===== src/rtl/spi_pkg.sv =====
// Shared types and constants for the SPI mode-0 minion.
// Pure declarations: no logic, no latency.
package spi_pkg;

  typedef enum logic {
    IDLE   = 1'b0,
    ACTIVE = 1'b1
  } spi_state_t;

  localparam int SYNC_STAGES = 2;

  // Shortest sclk high/low phase, and cs setup, in clk periods.
  localparam int MIN_PHASE = 4;

endpackage


===== src/rtl/spi_sync.sv =====
// 1-bit pin synchronizer: SYNC_STAGES flops, then optional registered rise/fall strobes.
// Level out after SYNC_STAGES clk; strobes one clk later; no backpressure.
module spi_sync
  import spi_pkg::*;
#(
  parameter logic RST_VAL = 1'b0,
  parameter bit   EDGES   = 1'b1
) (
  input  logic clk,
  input  logic reset,
  input  logic din,
  output logic dout,
  output logic rise,
  output logic fall
);

  logic [SYNC_STAGES-1:0] sync_q;

  always_ff @(posedge clk) begin
    if (reset) begin
      sync_q <= {SYNC_STAGES{RST_VAL}};
    end else begin
      sync_q <= {sync_q[SYNC_STAGES-2:0], din};
    end
  end

  assign dout = sync_q[SYNC_STAGES-1];

  generate
    if (EDGES) begin : g_edges
      logic dly_q;
      logic rise_q;
      logic fall_q;

      // dly_q resets to the idle level so releasing reset never fakes an edge.
      always_ff @(posedge clk) begin
        if (reset) begin
          dly_q  <= RST_VAL;
          rise_q <= 1'b0;
          fall_q <= 1'b0;
        end else begin
          dly_q  <= dout;
          rise_q <= dout & ~dly_q;
          fall_q <= ~dout & dly_q;
        end
      end

      assign rise = rise_q;
      assign fall = fall_q;
    end else begin : g_no_edges
      assign rise = 1'b0;
      assign fall = 1'b0;
    end
  endgenerate

endmodule


===== src/rtl/spi_minion.sv =====
// SPI mode-0 minion: one nbits word per cs frame, rx word to send_*, tx word from recv_*.
// Pin edge to strobe 3 clk, send_val 1 clk later; a held send slot drops the new frame with an overflow pulse.
module spi_minion
  import spi_pkg::*;
#(
  parameter int nbits = 32
) (
  input  logic             clk,
  input  logic             reset,
  input  logic             cs,
  input  logic             sclk,
  input  logic             mosi,
  output logic             miso,
  input  logic [nbits-1:0] recv_msg,
  input  logic             recv_val,
  output logic             recv_rdy,
  output logic [nbits-1:0] send_msg,
  output logic             send_val,
  input  logic             send_rdy,
  output logic             overflow,
  output logic             frame_err
);

  localparam int              CW       = $clog2(nbits + 2);
  localparam logic [CW-1:0]   CNT_FULL = CW'(nbits);
  localparam logic [CW-1:0]   CNT_SAT  = CW'(nbits + 1);

  logic unused_cs_level;
  logic unused_sclk_level;
  logic unused_mosi_rise;
  logic unused_mosi_fall;
  logic cs_rise;
  logic cs_fall;
  logic sclk_rise;
  logic sclk_fall;
  logic mosi_s;

  spi_sync #(.RST_VAL(1'b1), .EDGES(1'b1)) u_sync_cs (
    .clk   (clk),
    .reset (reset),
    .din   (cs),
    .dout  (unused_cs_level),
    .rise  (cs_rise),
    .fall  (cs_fall)
  );

  spi_sync #(.RST_VAL(1'b0), .EDGES(1'b1)) u_sync_sclk (
    .clk   (clk),
    .reset (reset),
    .din   (sclk),
    .dout  (unused_sclk_level),
    .rise  (sclk_rise),
    .fall  (sclk_fall)
  );

  spi_sync #(.RST_VAL(1'b0), .EDGES(1'b0)) u_sync_mosi (
    .clk   (clk),
    .reset (reset),
    .din   (mosi),
    .dout  (mosi_s),
    .rise  (unused_mosi_rise),
    .fall  (unused_mosi_fall)
  );

  spi_state_t       state;
  logic [nbits-1:0] tx_sr;
  logic [nbits-1:0] rx_sr;
  logic [CW-1:0]    cnt;
  logic             buf_full;
  logic [nbits-1:0] buf_msg;

  // Shift applied before frame evaluation, so a cs rise landing on the last sclk rise still counts it.
  logic [nbits-1:0] rx_nxt;
  logic [CW-1:0]    cnt_nxt;

  always_comb begin
    rx_nxt  = rx_sr;
    cnt_nxt = cnt;
    if (sclk_rise) begin
      rx_nxt = {rx_sr[nbits-2:0], mosi_s};
      if (cnt != CNT_SAT) begin
        cnt_nxt = cnt + 1'b1;
      end
    end
  end

  assign miso     = tx_sr[nbits-1];
  assign recv_rdy = ~buf_full;

  always_ff @(posedge clk) begin
    if (reset) begin
      state     <= IDLE;
      tx_sr     <= '0;
      rx_sr     <= '0;
      cnt       <= '0;
      buf_full  <= 1'b0;
      buf_msg   <= '0;
      send_msg  <= '0;
      send_val  <= 1'b0;
      overflow  <= 1'b0;
      frame_err <= 1'b0;
    end else begin
      overflow  <= 1'b0;
      frame_err <= 1'b0;

      if (send_val && send_rdy) begin
        send_val <= 1'b0;
      end

      if (recv_val && recv_rdy) begin
        buf_full <= 1'b1;
        buf_msg  <= recv_msg;
      end

      case (state)
        IDLE: begin
          if (cs_fall) begin
            if (buf_full) begin
              tx_sr    <= buf_msg;
              buf_full <= 1'b0;
            end else begin
              tx_sr <= '0;
            end
            cnt   <= '0;
            state <= ACTIVE;
          end
        end

        ACTIVE: begin
          rx_sr <= rx_nxt;
          cnt   <= cnt_nxt;
          if (sclk_fall) begin
            tx_sr <= {tx_sr[nbits-2:0], 1'b0};
          end
          if (cs_rise) begin
            state <= IDLE;
            tx_sr <= '0;
            if (cnt_nxt == CNT_FULL) begin
              if (!send_val || send_rdy) begin
                send_msg <= rx_nxt;
                send_val <= 1'b1;
              end else begin
                overflow <= 1'b1;
              end
            end else begin
              frame_err <= 1'b1;
            end
          end
        end

        default: state <= IDLE;
      endcase
    end
  end

endmodule

===== config.mk =====
export PLATFORM = sky130hd
export DESIGN_NAME = spi_minion
export DESIGN_NICKNAME = d
export VERILOG_FILES = /design/src/rtl/spi_pkg.sv /design/src/rtl/spi_sync.sv /design/src/rtl/spi_minion.sv
export SDC_FILE = /design/constraint.sdc
export NUM_CORES = 1
export LEC_CHECK = 0
export CAP_MARGIN = 15
export CORE_MARGIN = 10
export CORE_UTILIZATION = 40
export DETAILED_ROUTE_END_ITERATION = 12
export PLACE_DENSITY = 0.7
export SYNTH_ARGS = -nofsm -noshare
export SYNTH_HDL_FRONTEND = slang
export SYNTH_SLANG_ARGS = --single-unit
export TNS_END_PERCENT = 10

===== constraint.sdc =====
create_clock -name clk -period 2.8 [get_ports clk]
set_clock_uncertainty 0.15 [all_clocks]
set_input_delay 0.42 -clock clk [delete_from_list [all_inputs] [get_ports clk]]
set_output_delay 0.42 -clock clk [all_outputs]
set_load 0.1 [all_outputs]

## Word level (Yosys, flattened, before mapping)

Index checks and enable logic that the tools add are counted.
W data, S select, Z words.

- Bits in registers: 151
- RAM bits: 0
- Bits in latches: 0
- Bits in read-only memories: 0
- Memories kept: 0
- Output and inout bits: 37

- Multiply operators: 0
- Magnitude comparators: 0
- Multiplexer cells: 24
- Divide/modulo/power cells: 0
- Bitwise logic cells: 12
- Equal/unequal tests: 4
- Add/sub/neg operators: 1
- Shift-type cells: 0
- Reduce and logical (&&, ||, !) cells: 8

Operators by type and width:

| kind | count |
|---|---|
| $mux W32 | 5 |
| $pmux W32 S2 | 1 |
| $mux W6 | 3 |
| $mux W1 | 13 |
| $pmux W6 S2 | 1 |
| $not A1 Y1 | 8 |
| $add A6 B1 Y6 const B | 1 |
| $eq A6 B6 Y1 const B | 1 |
| $ne A6 B6 Y1 const B | 1 |
| $and A1 B1 Y1 | 4 |
| $reduce_and A4 Y1 | 1 |
| $reduce_or A4 Y1 | 1 |
| $ne A3 B1 Y1 const B | 1 |
| $reduce_or A3 Y1 | 1 |
| $logic_and A1 B1 Y1 | 2 |
| $ne A2 B1 Y1 const B | 1 |
| $pmux W1 S2 | 1 |
| $reduce_and A2 Y1 | 1 |
| $logic_not A1 Y1 | 1 |
| $logic_or A1 B1 Y1 | 1 |

## Logic depth before layout (Yosys ltp)

Gate-level depths: netlist (run 1).

- Depth after elaboration: 7
- Gate-level depth with buffers: 8
- Mapped depth without buffers: 7

## Hierarchy

Synthesis (run 1) repeated with hierarchy kept, for this count alone.

- Cells, all modules: 683
- Area total of the unflattened synthesis: 5985.7 um^2

Modules (own cells, without submodules):

| module | seq. area each (um^2) | instances | cells an instance | area an instance (um^2) |
|---|---|---|---|---|
| spi_minion | 2782.7 | 1 | 656 | 5646.7 |
| spi_sync at u_sync_cs ... | 100.1 | 2 | 10 | 133.9 |
| spi_sync at u_sync_mosi | 40.0 | 1 | 7 | 71.3 |

## Worst setup path after synthesis (run 1)

No wires, ideal clock.

- Kind: register -> register
- Start point: reg cnt[1]
- End point: reg send_msg[0]
- Setup time: 0.121 ns
- Path buffers: 1
- Cell stages (with the launch flop): 9
- Slack: 0.563 ns
- Data arrival time: 1.966 ns
- Path through: dfxtp_1 inv_1 ha_1 nor4b_4 a21boi_1 nand4_1 a311o_2 buf_6 mux2_4

- Cells in the longest elaborated chain, start to end: 5
- Elaborated cells on any way between the ends: 6

RTL lines:

| item | line | RTL |
|---|---|---|
| start: declaration | spi_minion.sv:68 | `logic [CW-1:0] cnt;` |
| start signal: assignment | spi_minion.sv:131 | `cnt <= cnt_nxt;` |
| $add A6 B1 Y6 / $ne A6 B6 Y1 (equally long branches) | spi_minion.sv:82, spi_minion.sv:81 |  |
| $mux W6 | spi_minion.sv:81 | `if (cnt != CNT_SAT) begin` |
| $mux W6 (*) | spi_minion.sv:79 | `if (sclk_rise) begin` |
| $eq A6 B6 Y1 (*) | spi_minion.sv:138 | `if (cnt_nxt == CNT_FULL) begin` |
| $reduce_and A4 Y1 (no source line) (*) | n/a |  |
| end signal: assignment | spi_minion.sv:140 | `send_msg <= rx_nxt;` |
| end: declaration | spi_minion.sv:17 | `output logic [nbits-1:0] send_msg,` |

Every way passes the cells marked *; elsewhere a longest branch is shown, timed or not.
A chain may end at the register's enable or synchronous reset.

## Worst setup path after layout (run 1)

- Start point: reg cnt[1]
- End point: reg send_msg[30]

Same word-level chain as after synthesis.

==> results of run 1 <==
==> cell type report <==
| type | instances | area, um^2 |
|---|---|---|
| Clock buffer | 20 | 457 |
| Clock inverter | 12 | 144 |
| Fill cell | 1406 | 7620 |
| Inverter | 5 | 18.8 |
| Multi-Input combinational cell | 462 | 2950 |
| Sequential cell | 151 | 3030 |
| Tap cell | 211 | 264 |
| Timing Repair Buffer | 88 | 778 |
==> per-layer routing <==
layer / track usage / wire [um]
met1: 0.150 / 5940
met2: 0.207 / 6110
met3: 0.0456 / 717
met4: 0.0521 / 248
met5: 0 / 0
==> power by group <==
group / total (mW) / leakage [nW] / switching (mW) / internal [mW]
logic: 0.360 / 1.40 / 0.210 / 0.151
registers: 2.28 / 1.23 / 0.0497 / 2.23
clock network: 2.28 / 0.289 / 0.910 / 1.37
total: 4.93 / 2.92 / 1.17 / 3.76
==> stage by stage <==
step / utilization / instance area, um^2 / power, mW / hold slack (ns)
floorplan: - / 6230 / 2.57 / 0.233
global placement: 0.461 / 7040 / 2.68 / 0.234
detailed placement: 0.461 / 7040 / 2.69 / 0.238
CTS: 0.501 / 7640 / 4.99 / 0.246
global route: 0.501 / 7640 / 5.13 / 0.262
finish: 0.501 / 7640 / 4.93 / 0.243
==> cell usage in the layout (no fill, tap or decap), types with 3 or more instances in the layout <==
cell,instances
dfxtp_1,149
nor2_1,102
nand2_1,71
buf_4,49
a21oi_1,42
nor2b_1,38
clkdlybuf4s50_1,37
nor3_1,33
mux2i_1,33
a211oi_1,33
a221oi_1,31
mux2_4,30
clkbuf_16,17
inv_1,5
nand3_1,4
clkinv_4,4
nand2b_1,3
xnor2_1,3
and3_1,3
o21ai_0,3
nor3b_1,3
or2_2,3
==> worst max-delay path by stage <==
| stage | from | to | slack [ns] |
|---|---|---|---|
| after floorplan | cnt[1] | send_msg[0] | 0.56 |
| after global placement | cnt[1] | send_msg[29] | 0.34 |
| after detailed placement | cnt[0] | send_msg[30] | 0.20 |
| after CTS | cnt[0] | send_msg[30] | 0.19 |
| after global routing | cnt[0] | send_msg[30] | 0.02 |
| final | cnt[1] | send_msg[30] | 0.18 |
==> cells by family after synthesis <==
| group | synth area share |
|---|---|
| muxes | 0.129 |
| DFF | 0.485 |
| xor gates and xnor gates | 0.00562 |
| buffers and inverters | 0.0438 |
| AOI/OAI and AO/OA | 0.130 |
| adders and majority gates | 0.00402 |
| and+or+nand+nor | 0.202 |
==> synthesized netlist by cell type (2+ instances only) <==
library cell / instances
buf_6: 4
dfxtp_1: 151
a211oi_1: 33
inv_1: 5
a221oi_1: 31
nand2b_1: 3
nand3b_1: 2
xnor2_1: 3
and3_1: 3
clkbuf_1: 44
nor3b_1: 3
nand4_1: 2
buf_1: 7
ha_1: 2
mux2_4: 30
nor2b_1: 39
or2_2: 3
nand2_1: 71
nand3_1: 4
mux2i_1: 33
buf_2: 2
nor3_1: 33
o21ai_0: 3
nor2_1: 104
a21oi_1: 43
mux2_1: 2
==> worst max-delay path, cell delays in order (launching register included) <==
cell      delay, ns
dfxtp_1        0.40
inv_1          0.10
ha_1           0.18
nor4b_4        0.13
a21boi_1       0.32
nand4_1        0.16
a311o_2        0.34
buf_4          0.29
mux2_1         0.39
==> sequential cells by signal, summed over array words and instances (netlist names) <==
| name | cells |
|---|---|
| u_sync_mosi.sync_q | 2 |
| overflow | 1 |
| u_sync_sclk.rise | 1 |
| send_msg | 32 |
| send_val | 1 |
| frame_err | 1 |
| cnt | 6 |
| rx_sr | 32 |
| buf_full | 1 |
| u_sync_cs.fall | 1 |
| u_sync_sclk.g_edges.dly_q | 1 |
| u_sync_sclk.sync_q | 2 |
| u_sync_sclk.fall | 1 |
| u_sync_cs.sync_q | 2 |
| tx_sr | 32 |
| u_sync_cs.g_edges.dly_q | 1 |
| state | 1 |
| buf_msg | 32 |
| u_sync_cs.rise | 1 |
==> run metrics, run 1 <==
status finished, final reports clean; endpoints failing setup 0; reg2reg path depth 8; postcts setup bufs 0; CP startpoint kind flop; H-tree levels 4; first-pass GRT wire length between 20 and 25 mm; R2R Setup Slk between 0.15 and 0.2 ns; crit path max fanout 32; io pins 76; Clock Root Buffer clkbuf_16; post-synthesis cell count about 680; CTS tree built; period utilisation layout 0.936; GR Util All Layers 0.128; fmax between 0.3 and 0.4 GHz; DRC viols 0; largest net degree at the start of global routing between 50 and 60; Seq cells post-synth 151; Post-synth EDFFs 0; vias after detailed routing around 4.8k; Avg WL per Cell approximately 14 um; IO Port Bufs 75; final hold vios 0; RR Endpoint send_msg[30]; syn nets 717; MaxCap Viol Count 0; worst slack at placement between 0.2 and 0.25 ns; worst hold path class reg2reg; Async S/R FF share, synth 0; slew margin rel. 0.552; post-route minimum period between 2 and 3 ns; Post-Syn Area 6230 um^2; Post-CTS Hold Buffers 0; setup TNS 0 ns; Critical Path AT approximately 2.8 ns; hold path cells 1; clk slew on worst S/H paths 0.06 ns; Worst setup EP type flop; post_cts resized 0; RSZ-0062 raised after global routing false; chip height 145 um; Clock Latency Late Sink approximately 0.42 ns; top post-synthesis cells by area dfxtp_1, mux2_4, nor2_1; count of final max-slew check failures 0; hold path startpoint u_sync_sclk.g_edges.dly_q; floorplan core area between 15,000 and 20,000 um^2; grt ovf 0; Synth Flop Type dfxtp_1; Peak VDD IR between 0.4 and 0.5 mV; Seq/Total Area, Yosys 0.485; Slew @ Worst Pin about 0.67 ns; Mean Syn Cell Area ~9 um^2; Iter 0 DRT Violations about 320; ratio of cells with drive above 1 in the final layout 0.171; count of warnings emitted by yosys 0; gpl congestion between 0.8 and 0.9; Layout area overhead 22.6%; ant diodes 0; Die X approximately 140 um; final cell count without fillers roughly 950; router iterations before antenna repair 5; WHS Endpoint u_sync_sclk.rise; vias in the first global route roughly 4.8k; final WL ~13 mm; WP data required around 3.0 ns; PwrDens about 650 nW/um^2; Final ANT Viol Nets 0; antenna violations before repair 0; CTS Sinks ~150; Final nets 766; placed cell count 917; DP HPWL a little under 9 mm; setup ws final approximately 0.18 ns; Synth area leader dfxtp_1; total CTS buffers 17; count of cell types in the netlist between 40 and 50; Leak between 2 and 3 nW; Avg Vias per Cell slightly above 5; Setup CP Type reg2reg; reg2reg start cnt[1]; maximum root-to-sink buffer count 2; Initial Utilization 0.408; post-synth top area share 0.485; # rows 45; die area around 21,000 um^2
Power figures use the tool's default switching activity.
==> run 2: changes to the inputs <==
Settings changed: DONT_BUFFER_PORTS set to 1, PLACE_DENSITY 0.7 to 0.63.
==> run 2 against run 1 <==
Net effect:
- hold slack worse by 0.22 ns
- via count is 4.5% lower
- count of clock-buffer cells in the layout is 2 lower
- critical path depth stayed put
- non-clock buffer count is 37 lower
- core utilization is 1.6 points lower
- die area stayed put
- first-iteration DRC count is 43% lower
- sequential power hardly changed
- cell area is 3.3% lower
- critical path type unchanged
- largest cell class unchanged
==> run metrics, run 2 (synthesis results as in run 1) <==
status finished, final reports clean (unchanged); crit path cell chain inv_1 > ha_1 > nor4b_4 > a21boi_1 > nand4_1 > a311o_2 > buf_4 > mux2_4 (was inv_1 > ha_1 > nor4b_4 > a21boi_1 > nand4_1 > a311o_2 > buf_4 > mux2_1); fmax 0.382 GHz (about the same); WP data required 2.95 ns (about the same); MaxCap Viol Count 0 (unchanged); internal power 3.89 mW (was 3.76 mW); GR Util All Layers 0.126 (was 0.128); grt ovf 0 (unchanged); die area 21,000 um^2 (unchanged); WHS Endpoint buf_msg[10] (was u_sync_sclk.rise); # rows 45 (unchanged); first-pass GRT wire length 21.6 mm (was 21.9 mm); Critical Path Max Stage Delay 0.42 ns (was 0.40 ns); vias in the first global route 4,478 (was 4,779); Peak VDD IR 0.450 mV (was 0.448 mV); Sequential Power Share 0.454 (was 0.463); Leak 2.75 nW (was 2.92 nW); crit path max fanout 32 (unchanged); Die X 145 um (unchanged); CP startpoint kind flop (unchanged); period utilisation layout 0.935 (was 0.936); Multi-input gate area 2950 um^2 (unchanged); H-tree levels 4 (unchanged); Final nets 729 (was 766); Avg WL per Cell 14.1 um (was 13.7 um); final hold vios 0 (unchanged); RR Endpoint send_msg[11] (was send_msg[30]); router iterations before antenna repair 4 (was 5); post-route total power 5.05 mW (was 4.93 mW); clk slew on worst S/H paths 0.06 ns (about the same); Net Sw Frac 0.229 (was 0.237); clock network fraction of total power 0.482 (was 0.464); maximum root-to-sink buffer count 2 (unchanged); DP HPWL 7.81 mm (was 8.65 mm); CP bufs+invs 2 (unchanged); commonest non-fill, non-tap cell in the layout dfxtp_1 (unchanged); Avg Vias per Cell 5.03 (was 5.07); reg2reg path depth 8 (unchanged); Clock Latency Late Sink 0.42 ns (about the same); reg2reg start cnt[1] (unchanged); PwrDens 683 nW/um^2 (was 645 nW/um^2); Top Family by Delay on Critical Path compound AO/OA/AOI/OAI gates (unchanged); endpoints failing setup 0 (unchanged); Iter 0 DRT Violations 184 (was 324); Worst path slowest cell dfxtp_1 (unchanged); IO Port Bufs 0 (was 75); commonest cells after routing, fill and taps aside dfxtp_1, nor2_1, nand2_1 (unchanged); post-route minimum period 2.62 ns (about the same); Slew @ Worst Pin 1.00 ns (was 0.673 ns); CTS Sinks 151 (unchanged); final WL 12.9 mm (was 13.0 mm); Worst setup EP type flop (unchanged); Clock Root Buffer clkbuf_16 (unchanged); post_cts resized 0 (unchanged); ratio of cells with drive above 1 in the final layout 0.133 (was 0.171); total CTS buffers 17 (unchanged); Critical Path AT 2.77 ns (about the same); Layout area overhead 18.6% (was 22.6%); hold path startpoint recv_msg[10] (was u_sync_sclk.g_edges.dly_q); R2R Setup Slk 0.18 ns (about the same); antenna violations before repair 1 (was 0); vias after detailed routing 4,596 (was 4,815); Reg area 3030 um^2 (unchanged); RSZ-0062 raised after global routing false (unchanged); count of final max-slew check failures 0 (unchanged); gpl congestion 0.790 (was 0.868); Final ANT Viol Nets 0 (unchanged); fill count 1,414 (was 1,406); io pins 76 (unchanged); hold path cells 2 (was 1); floorplan core area 15,300 um^2 (unchanged); CTS tree built (unchanged); part of the power in combinational logic 0.064 (was 0.073); worst hold path class in2reg (was reg2reg); Setup CP Type reg2reg (unchanged); slew margin rel. 0.330 (was 0.552); setup TNS 0 ns (unchanged); Net Switching 1.16 mW (was 1.17 mW); DRC viols 0 (unchanged); Initial Utilization 0.408 (unchanged); largest net degree at the start of global routing 116 (was 55); chip height 145 um (unchanged)
==> run 2: cell count changes in the layout (fill, tap and decap cells not counted) <==
| cell | previous run | this run |
|---|---|---|
| buf_12 | 2 | 0 |
| buf_16 | 0 | 1 |
| buf_4 | 49 | 16 |
| bufinv_16 | 2 | 4 |
| clkbuf_1 | 1 | 0 |
| clkbuf_8 | 2 | 1 |
| clkdlybuf4s50_1 | 37 | 0 |
| clkinv_2 | 1 | 2 |
| diode_2 | 0 | 1 |
| dlygate4sd3_1 | 0 | 34 |
| inv_8 | 1 | 0 |
==> run 2: area by class of cell <==
| class | count | area share |
|---|---|---|
| flip-flops and latches | 151 | 0.409 |
| multi-input cells | 462 | 0.400 |
| repair buffers | 51 | 0.0660 |
| clock buffers | 18 | 0.0594 |
| well taps | 211 | 0.0357 |
| clock inverters | 14 | 0.0268 |
| inverters | 5 | 0.00254 |
| diodes | 1 | 0.000339 |
==> run 2: routing by layer <==
layer	GRT usage	vias up	routed length, um
li1	-	2375	-
met1	0.152	2140	5950
met2	0.206	66	6240
met3	0.0346	15	517
met4	0.0537	0	163
met5	0	-	0
==> run 2: through the flow <==
stage	hold slack [ns]	cells	util	setup slack [ns]	cell area, um^2
CTS	0.000195	912	0.484	0.205	7390
floorplan	0.233	676	-	0.563	6230
global route	0.0331	913	0.484	0.0513	7390
global placement	0.239	845	0.418	0.332	6380
finish	0.0207	913	0.484	0.183	7390
detailed placement	0.243	845	0.418	0.219	6380
==> run 2: worst reg2reg max path, delay by kind of cell, from the launching register on <==
family | cells | cell delay [ns]
buffers and inverters | 2 | 0.37
muxes | 1 | 0.40
adders and majority gates | 1 | 0.18
DFF | 1 | 0.42
AOI/OAI and AO/OA | 2 | 0.66
and+or+nand+nor | 2 | 0.31
==> run 2: how the worst max path moves through the flow <==
| stage | start | endpoint | slack [ns] | cells after the start |
|---|---|---|---|---|
| detailed placement | cnt[1] | send_msg[30] | 0.22 | 8 |
| global placement | cnt[1] | send_msg[30] | 0.33 | 8 |
| CTS | cnt[1] | send_msg[29] | 0.21 | 8 |
| global route | cnt[1] | send_msg[29] | 0.05 | 8 |
| floorplan | cnt[1] | send_msg[0] | 0.56 | 8 |
| finish | cnt[1] | send_msg[11] | 0.18 | 8 |
==> run 2: power groups by stage <==
stage          sequential, mW  combinational [mW]  clock [mW]
3_3_place_gp             2.33               0.246           0
2_1_floorplan            2.32               0.244           0
5_1_grt                  2.30               0.366        2.57
6_report                 2.29               0.321        2.43
4_1_cts                  2.29               0.323        2.50
3_5_place_dp             2.34               0.255           0
==> run 2: what timing repair did <==
action,in CTS,in global routing
setup buffers,0,0
hold buffers,35,0
hold endpoints to repair,115,0
